$ cat src/rtl/updown_mod_counter_pkg.sv
// Shared constants, next-state select type and parameter check for updown_mod_counter.
package counter_pkg;

    localparam logic DIR_UP   = 1'b1;
    localparam logic DIR_DOWN = 1'b0;

    typedef enum logic [2:0] {
        NS_HOLD,
        NS_LOAD,
        NS_INC,
        NS_DEC,
        NS_WRAP
    } ns_sel_e;

    // A modulo fits the counter when it needs no more than data_size bits to index 0..modulo-1.
    function automatic bit counter_params_ok(input int data_size, input longint unsigned modulo);
        if (data_size < 2 || data_size > 32) return 1'b0;
        if (modulo < 2) return 1'b0;
        return ($clog2(modulo) <= data_size);
    endfunction

endpackage

$ cat src/rtl/updown_mod_counter_next.sv
// Combinational step logic: next count, wrap/saturation event and clamped load value.
// Build option UPDOWN_MOD_COUNTER_SATURATE_EN selects saturating instead of wrapping steps.
module updown_mod_counter_next
    import counter_pkg::*;
#(
    parameter int              DATA_SIZE = 4,
    parameter longint unsigned MODULO    = 16
) (
    input  logic [DATA_SIZE-1:0] q,
    input  logic                 up_dn,
    input  logic [DATA_SIZE-1:0] load_val,
    output logic [DATA_SIZE-1:0] q_step,
    output ns_sel_e              step_sel,
    output logic                 step_evt,
    output logic [DATA_SIZE-1:0] load_clamped
);

    localparam longint unsigned    MOD_MAX_L = MODULO - 1;
    localparam logic [DATA_SIZE:0] MOD_MAX   = MOD_MAX_L[DATA_SIZE:0];
    localparam logic [DATA_SIZE:0] ONE       = {{DATA_SIZE{1'b0}}, 1'b1};
    localparam logic [DATA_SIZE:0] ZERO      = '0;

    logic [DATA_SIZE:0] q_ext;
    logic [DATA_SIZE:0] inc;
    logic [DATA_SIZE:0] dec;
    logic [DATA_SIZE:0] ld_ext;

    assign q_ext  = {1'b0, q};
    assign inc    = q_ext + ONE;
    assign dec    = q_ext - ONE;
    assign ld_ext = {1'b0, load_val};

    assign load_clamped = (ld_ext > MOD_MAX) ? MOD_MAX[DATA_SIZE-1:0] : load_val;

    // The extra bit makes "past the top" and "borrow below zero" visible for any modulo.
    always_comb begin
        q_step   = q;
        step_sel = NS_HOLD;
        step_evt = 1'b0;
        if (up_dn == DIR_UP) begin
            if (inc > MOD_MAX) begin
`ifdef UPDOWN_MOD_COUNTER_SATURATE_EN
                q_step   = MOD_MAX[DATA_SIZE-1:0];
                step_sel = NS_HOLD;
`else
                q_step   = '0;
                step_sel = NS_WRAP;
                step_evt = 1'b1;
`endif
            end else begin
                q_step   = inc[DATA_SIZE-1:0];
                step_sel = NS_INC;
`ifdef UPDOWN_MOD_COUNTER_SATURATE_EN
                step_evt = (inc == MOD_MAX);
`endif
            end
        end else begin
            if (dec[DATA_SIZE]) begin
`ifdef UPDOWN_MOD_COUNTER_SATURATE_EN
                q_step   = '0;
                step_sel = NS_HOLD;
`else
                q_step   = MOD_MAX[DATA_SIZE-1:0];
                step_sel = NS_WRAP;
                step_evt = 1'b1;
`endif
            end else begin
                q_step   = dec[DATA_SIZE-1:0];
                step_sel = NS_DEC;
`ifdef UPDOWN_MOD_COUNTER_SATURATE_EN
                step_evt = (dec == ZERO);
`endif
            end
        end
    end

endmodule

$ cat src/rtl/updown_mod_counter.sv
// Parametrised up/down modulo counter with load, registered wrap pulse and compare match.
// Build option UPDOWN_MOD_COUNTER_SATURATE_EN makes it saturate; wrap then flags entry into saturation.
module updown_mod_counter
    import counter_pkg::*;
#(
    parameter int              DATA_SIZE = 4,
    parameter longint unsigned MODULO    = 16
) (
    input  logic                 clk,
    input  logic                 reset,
    input  logic                 en,
    input  logic                 up_dn,
    input  logic                 load,
    input  logic [DATA_SIZE-1:0] load_val,
    input  logic [DATA_SIZE-1:0] cmp_val,
    output logic [DATA_SIZE-1:0] q_out,
    output logic                 wrap,
    output logic                 match
);

    generate
        if (!counter_params_ok(DATA_SIZE, MODULO)) begin : g_param_check
            $error("updown_mod_counter: DATA_SIZE must be 2..32 and MODULO 2..2**DATA_SIZE");
        end
    endgenerate

    logic [DATA_SIZE-1:0] q_step;
    logic [DATA_SIZE-1:0] load_clamped;
    logic [DATA_SIZE-1:0] q_next;
    logic                 step_evt;
    logic                 wrap_next;
    ns_sel_e              step_sel;
    ns_sel_e              sel;

    updown_mod_counter_next #(
        .DATA_SIZE (DATA_SIZE),
        .MODULO    (MODULO)
    ) u_next (
        .q            (q_out),
        .up_dn        (up_dn),
        .load_val     (load_val),
        .q_step       (q_step),
        .step_sel     (step_sel),
        .step_evt     (step_evt),
        .load_clamped (load_clamped)
    );

    always_comb begin
        sel       = NS_HOLD;
        wrap_next = 1'b0;
        if (load) begin
            sel = NS_LOAD;
        end else if (en) begin
            sel       = step_sel;
            wrap_next = step_evt;
        end
        case (sel)
            NS_LOAD:                 q_next = load_clamped;
            NS_INC, NS_DEC, NS_WRAP: q_next = q_step;
            default:                 q_next = q_out;
        endcase
    end

    // q_next never leaves 0..MODULO-1, so an out-of-range cmp_val can never match.
    always_ff @(posedge clk) begin
        if (reset) begin
            q_out <= '0;
            wrap  <= 1'b0;
            match <= 1'b0;
        end else begin
            q_out <= q_next;
            wrap  <= wrap_next;
            match <= (q_next == cmp_val);
        end
    end

endmodule

$ cat config.mk
export PLATFORM = sky130hd
export DESIGN_NAME = updown_mod_counter
export DESIGN_NICKNAME = d
export VERILOG_FILES = /design/src/rtl/updown_mod_counter_pkg.sv /design/src/rtl/updown_mod_counter_next.sv /design/src/rtl/updown_mod_counter.sv
export SDC_FILE = /design/constraint.sdc
export NUM_CORES = 1
export LEC_CHECK = 0
export CORE_AREA = 2 2 39 41
export DETAILED_ROUTE_END_ITERATION = 6
export DIE_AREA = 0 0 41 43
export PLACE_DENSITY = 0.79
export SETUP_SLACK_MARGIN = 0.02
export SLEW_MARGIN = 25
export SYNTH_ARGS = -nofsm -noshare
export SYNTH_HDL_FRONTEND = slang
export SYNTH_SLANG_ARGS = --single-unit
$ cat constraint.sdc
create_clock -name clk -period 6.5 [get_ports clk]
set_clock_uncertainty 0.15 [all_clocks]
set_input_delay 0.975 -clock clk [delete_from_list [all_inputs] [get_ports clk]]
set_output_delay 0.975 -clock clk [all_outputs]
set_load 0.01 [all_outputs]
# Yosys cells after proc, flatten, opt, wreduce, memory -nomap -nowiden
# Index checks and enable logic that the tools add are counted.
classes:
  add_sub_neg: 2
  order_cmp: 2
  n_eq_ne: 5
  n_mux: 13
  n_bitwise: 1
  reduce_logical: 2
op_table:
  columns: ["op", "count"]
  rows:
  - ["two-way mux 4 bit", 4]
  - ["two-way mux 3 bit", 5]
  - ["one-hot mux 4 bit (2 select lines)", 1]
  - ["equality test 3 x 2 -> 1 bit (second input constant)", 2]
  - ["OR reduction 3 bit", 2]
  - ["adder 4 x 1 -> 5 bit (second input constant)", 1]
  - ["greater-than comparator 5 x 4 -> 1 bit (second input constant)", 1]
  - ["subtractor 4 x 1 -> 5 bit (second input constant)", 1]
  - ["equality test 4 bit", 1]
  - ["greater-than comparator 4 bit (second input constant)", 1]
  - ["equality test 3 x 1 -> 1 bit (second input constant)", 1]
  - ["equality test 3 bit (second input constant)", 1]
  - ["two-way mux 1 bit", 3]
  - ["NOT 1 bit", 1]
word_totals:
  ff_bits: 6
  inputBits: 13
  out_inout_bits: 6
  word_cells: 28

# Depth between registers and ports, before layout
logic_depth:
  ltp_word: 10
  ltp_mapped: 8
  mapped_depth_nobuf: 7

# Hierarchy
# A second synthesis with hierarchy kept.
hier_totals:
  cells_unflattened: 81
  hier_area_um2: 645.6
by_module_without_submodules:
  columns: ["mod", "n_inst", "cells_each", "area_each_um2", "seq_area_each_um2"]
  rows:
  - ["updown_mod_counter", 1, 38, 367.9, 120.1]
  - ["updown_mod_counter_next", 1, 43, 277.8, 0.0]

# Worst setup path before layout
# Ideal clock, no wire load.
synth_timing:
  path_type: "input to register"
  startpoint: "input up_dn"
  endpoint: "register match"
  setup_time_ps: 136
  t_arrival_ps: 2087
  required_ps: 6214
  setup_slack_ps: 4127
  path_stages: 6
  n_path_buf: 1
  cell_sequence: "buf_4 > o211ai_1 > o32ai_1 > or3_2 > a221oi_1 > a2111oi_2"
synth_via:
  elab_chain_cells: 7
synth_lines:
  columns: ["element", "line_no", "text"]
  rows:
  - ["start, declared", "updown_mod_counter.sv:12", "input logic up_dn,"]
  - ["two-way mux 3 bit", "updown_mod_counter_next.sv:40", "if (up_dn == DIR_UP) begin"]
  - ["two-way mux 3 bit", "updown_mod_counter.sv:53", "end else if (en) begin"]
  - ["two-way mux 3 bit", "updown_mod_counter.sv:51", "if (load) begin"]
  - ["equality test 3 x 2 -> 1 bit or equality test 3 bit (tied branches)", "updown_mod_counter.sv:57", "case (sel)"]
  - ["OR reduction 3 bit", "updown_mod_counter.sv:57", null]
  - ["one-hot mux 4 bit (2 select lines) (*)", "updown_mod_counter.sv:57", null]
  - ["equality test 4 bit (*)", "updown_mod_counter.sv:73", "match <= (q_next == cmp_val);"]
  - ["end signal, assigned", "updown_mod_counter.sv:73", null]
  - ["end, declared", "updown_mod_counter.sv:18", "output logic match"]
# Every way passes the cells marked *; elsewhere a longest branch is shown, timed or not.
# A chain may end at the register's enable or synchronous reset.

# Worst setup path after layout
# Ends and elaborated chain as after synthesis.

==> flow_metrics.tcl <==
set metrics [dict create \
    critPathMaxStageDelay_ns 0.59 \
    clkTransAtPathRegs_ns 0.05 \
    grt_max_degree 13 \
    numCtsBuffers 3 \
    io_pins 19 \
    crit_chain "clkdlybuf4s50_1, and4b_1, o21ai_0, a31oi_1, or3_1, a2111oi_2" \
    postRouteAntennaNets 0 \
    synth_warnings 0 \
    placed_area_um2 763 \
    insertion_delay_ns 0.24 \
    yosys.area.top_type "dfxtp_1" \
    dp_cells 103 \
    ir_drop_mv 0.126 \
    min_path_type "reg2reg" \
    p_leak_uw 0.000289 \
    clock_path_buffers 2 \
    drcViolationCount 0 \
    wl_per_cell_um 13.1 \
    overflow 0 \
    cp_slowest_cell "clkdlybuf4s50_1" \
    relSlewSlack_pct 70.7 \
    timing.fmax_mhz 346 \
    htree_levels 1 \
    cts-root-buf "clkbuf_4" \
    path_max_fanout 12 \
    diodes 0 \
    totalNegativeSetupSlack_ns 0 \
    start_util_pct 44.2 \
    drt-pass1-iter-count 4 \
    port_buffers 18 \
    core_mm2 0.00138 \
    cts_resized 0 \
    syn_area_um2 612 \
    synthTopCellsByCount "7 x nor2_1, 6 x dfxtp_1, 5 x o21ai_0" \
    swShare_pct 31.9 \
    cp.required_ns 6.49 \
    die_y_um 43 \
    worst_slack_ns 3.61 \
    syn_inst 74 \
    final_area_um2 786 \
    ys_dominant_reg_cell "dfxtp_1" \
    r2r_setup_slack_ns 3.94 \
    netlist.area_leader.share_pct 19.6 \
    synth_most_common_cell "nor2_1" \
    grt_pass1_wl_um 2190 \
    cp.arrival_ns 2.88 \
    synth-seq-cells 6 \
    yosysSeqAreaShare_pct 19.6 \
    die_area_mm2 0.00176 \
    grt_pass1_vias 550 \
    postSynth.asyncResetShare_pct 0 \
    drv_slew 0 \
    place.gp.congestion 0.743 \
    min_period_ns 2.89 \
    final_nets 108 \
    cts_hold_buf 0 \
    finalHoldViolCount 0 \
    drive_above_1_share_pct 11.1 \
    outcome "completed" \
    p_seq_share_pct 35.9 \
    fp-row-count 14 \
    grt_usage_pct 18.4 \
    ys_top_cells_by_area "dfxtp_1 20%, ha_1 6.1%, nor2_1 4.3%" \
    cts_tree "done" \
    synth_fp_nets 90 \
    cts_sinks 6 \
    power_uw 126 \
    die_width_um 41 \
    p_int_uw 85.9 \
    synth_edf_count 0 \
    first_iter_violations 18 \
    routed_wl_um 1390 \
    antenna_found_initial 0 \
    maxCapViolCount 0 \
    power_density_mw_per_mm2 161 \
    pre_cts_ws_ns 3.37 \
    end_kind "flop" \
    synth_area_per_cell_um2 8.27 \
    final_cells 106 \
    crit_type "in2reg" \
    crit_buf_inv 1 \
    combPwrFrac_pct 37.3 \
    vias 616 \
    fin_crit_sh_pct 44.5 \
    cts_setup_buffers 0 \
    syn_to_final_growth_pct 28.4 \
    tightest_slew_ns 0.433 \
    crit_family "simple AND/OR/NAND/NOR gates" \
    hpwl_um 1070 \
    p_clk_share_pct 26.8 \
    setup.worst_path.start_class "input port" \
    vias_per_cell 5.81 \
    netSwitchingPower_uw 40.3 \
    setup_viol 0 \
    yosysUniqueCellTypes 37 \
    rsz0062_at_grt "false" \
]
-- power groups by stage --
stage / registers, uW / clock network, uW / logic, uW
floorplan: 43.3 / 0 / 34.1
global placement: 45.9 / 0 / 45.8
detailed placement: 46.0 / 0 / 46.6
CTS: 45.3 / 35.0 / 46.9
global route: 46.0 / 36.4 / 51.4
finish: 45.4 / 33.8 / 47.1
-- metrics by stage --
stage / hold WS [ns] / util (%)
4_1_cts: 0.560 / 56.8
6_report: 0.576 / 56.8
2_1_floorplan: 0.550 / -
5_1_grt: 0.616 / 56.8
3_3_place_gp: 0.555 / 55.2
3_5_place_dp: 0.554 / 55.2
-- registers in the layout, indices dropped and copies added, names as in the netlist --
register	cells
match	1
wrap	1
q_out	4
-- cells in the final DEF, fill, tap and decap left out, drive strengths merged, types with 3 or more instances in the layout --
cell type      instances
clkdlybuf4s50         18
nor3b                  4
nor2                   7
a21oi                  3
nor2b                  3
xor2                   3
dfxtp                  6
nor3                   3
nand2b                 4
clkbuf                 3
inv                    3
ha                     3
o21ai                  5
-- layer usage --
| metal | global-route usage, % | share of wire, % |
|---|---|---|
| met1 | 19.9 | 42 |
| met2 | 31.3 | 51 |
| met3 | 7.85 | 7.1 |
| met4 | 4.00 | 0.14 |
| met5 | 0 | 0 |
-- tightest hold or removal path, cell delays in order (launching register included) --
cell     delay (ns)
dfxtp_1        0.39
a31oi_1        0.23
nor3_1         0.06
-- logic make-up (layout without fill, tap and decap cells) --
logic type / after synthesis / in the layout / share of synthesized area (%)
compound gates: 19 / 19 / 22.5
xor+xnor: 4 / 4 / 5.73
fa+ha+maj: 4 / 4 / 7.98
buf+inv: 8 / 24 / 9.81
flops: 6 / 6 / 19.6
mux: 1 / 1 / 1.64
simple gates: 32 / 32 / 32.7
-- worst paths after layout --
kind	depth (start not counted)	start	to
max	6	up_dn	match$_SDFF_PP0_
min	2	q_out[3]$_SDFF_PP0_	wrap$_SDFF_PP0_
max reg2reg	7	q_out[0]$_SDFF_PP0_	match$_SDFF_PP0_
min reg2reg	2	q_out[3]$_SDFF_PP0_	wrap$_SDFF_PP0_
-- cell type report --
| class | instances | area (um2) |
|---|---|---|
| fillers | 136 | 598 |
| multi-input cells | 60 | 432 |
| repair buffers | 18 | 180 |
| flip-flops and latches | 6 | 120 |
| clock buffers | 3 | 22.5 |
| well taps | 16 | 20.0 |
| inverters | 3 | 11.3 |
Note: power is estimated with default switching activity, not from simulation.
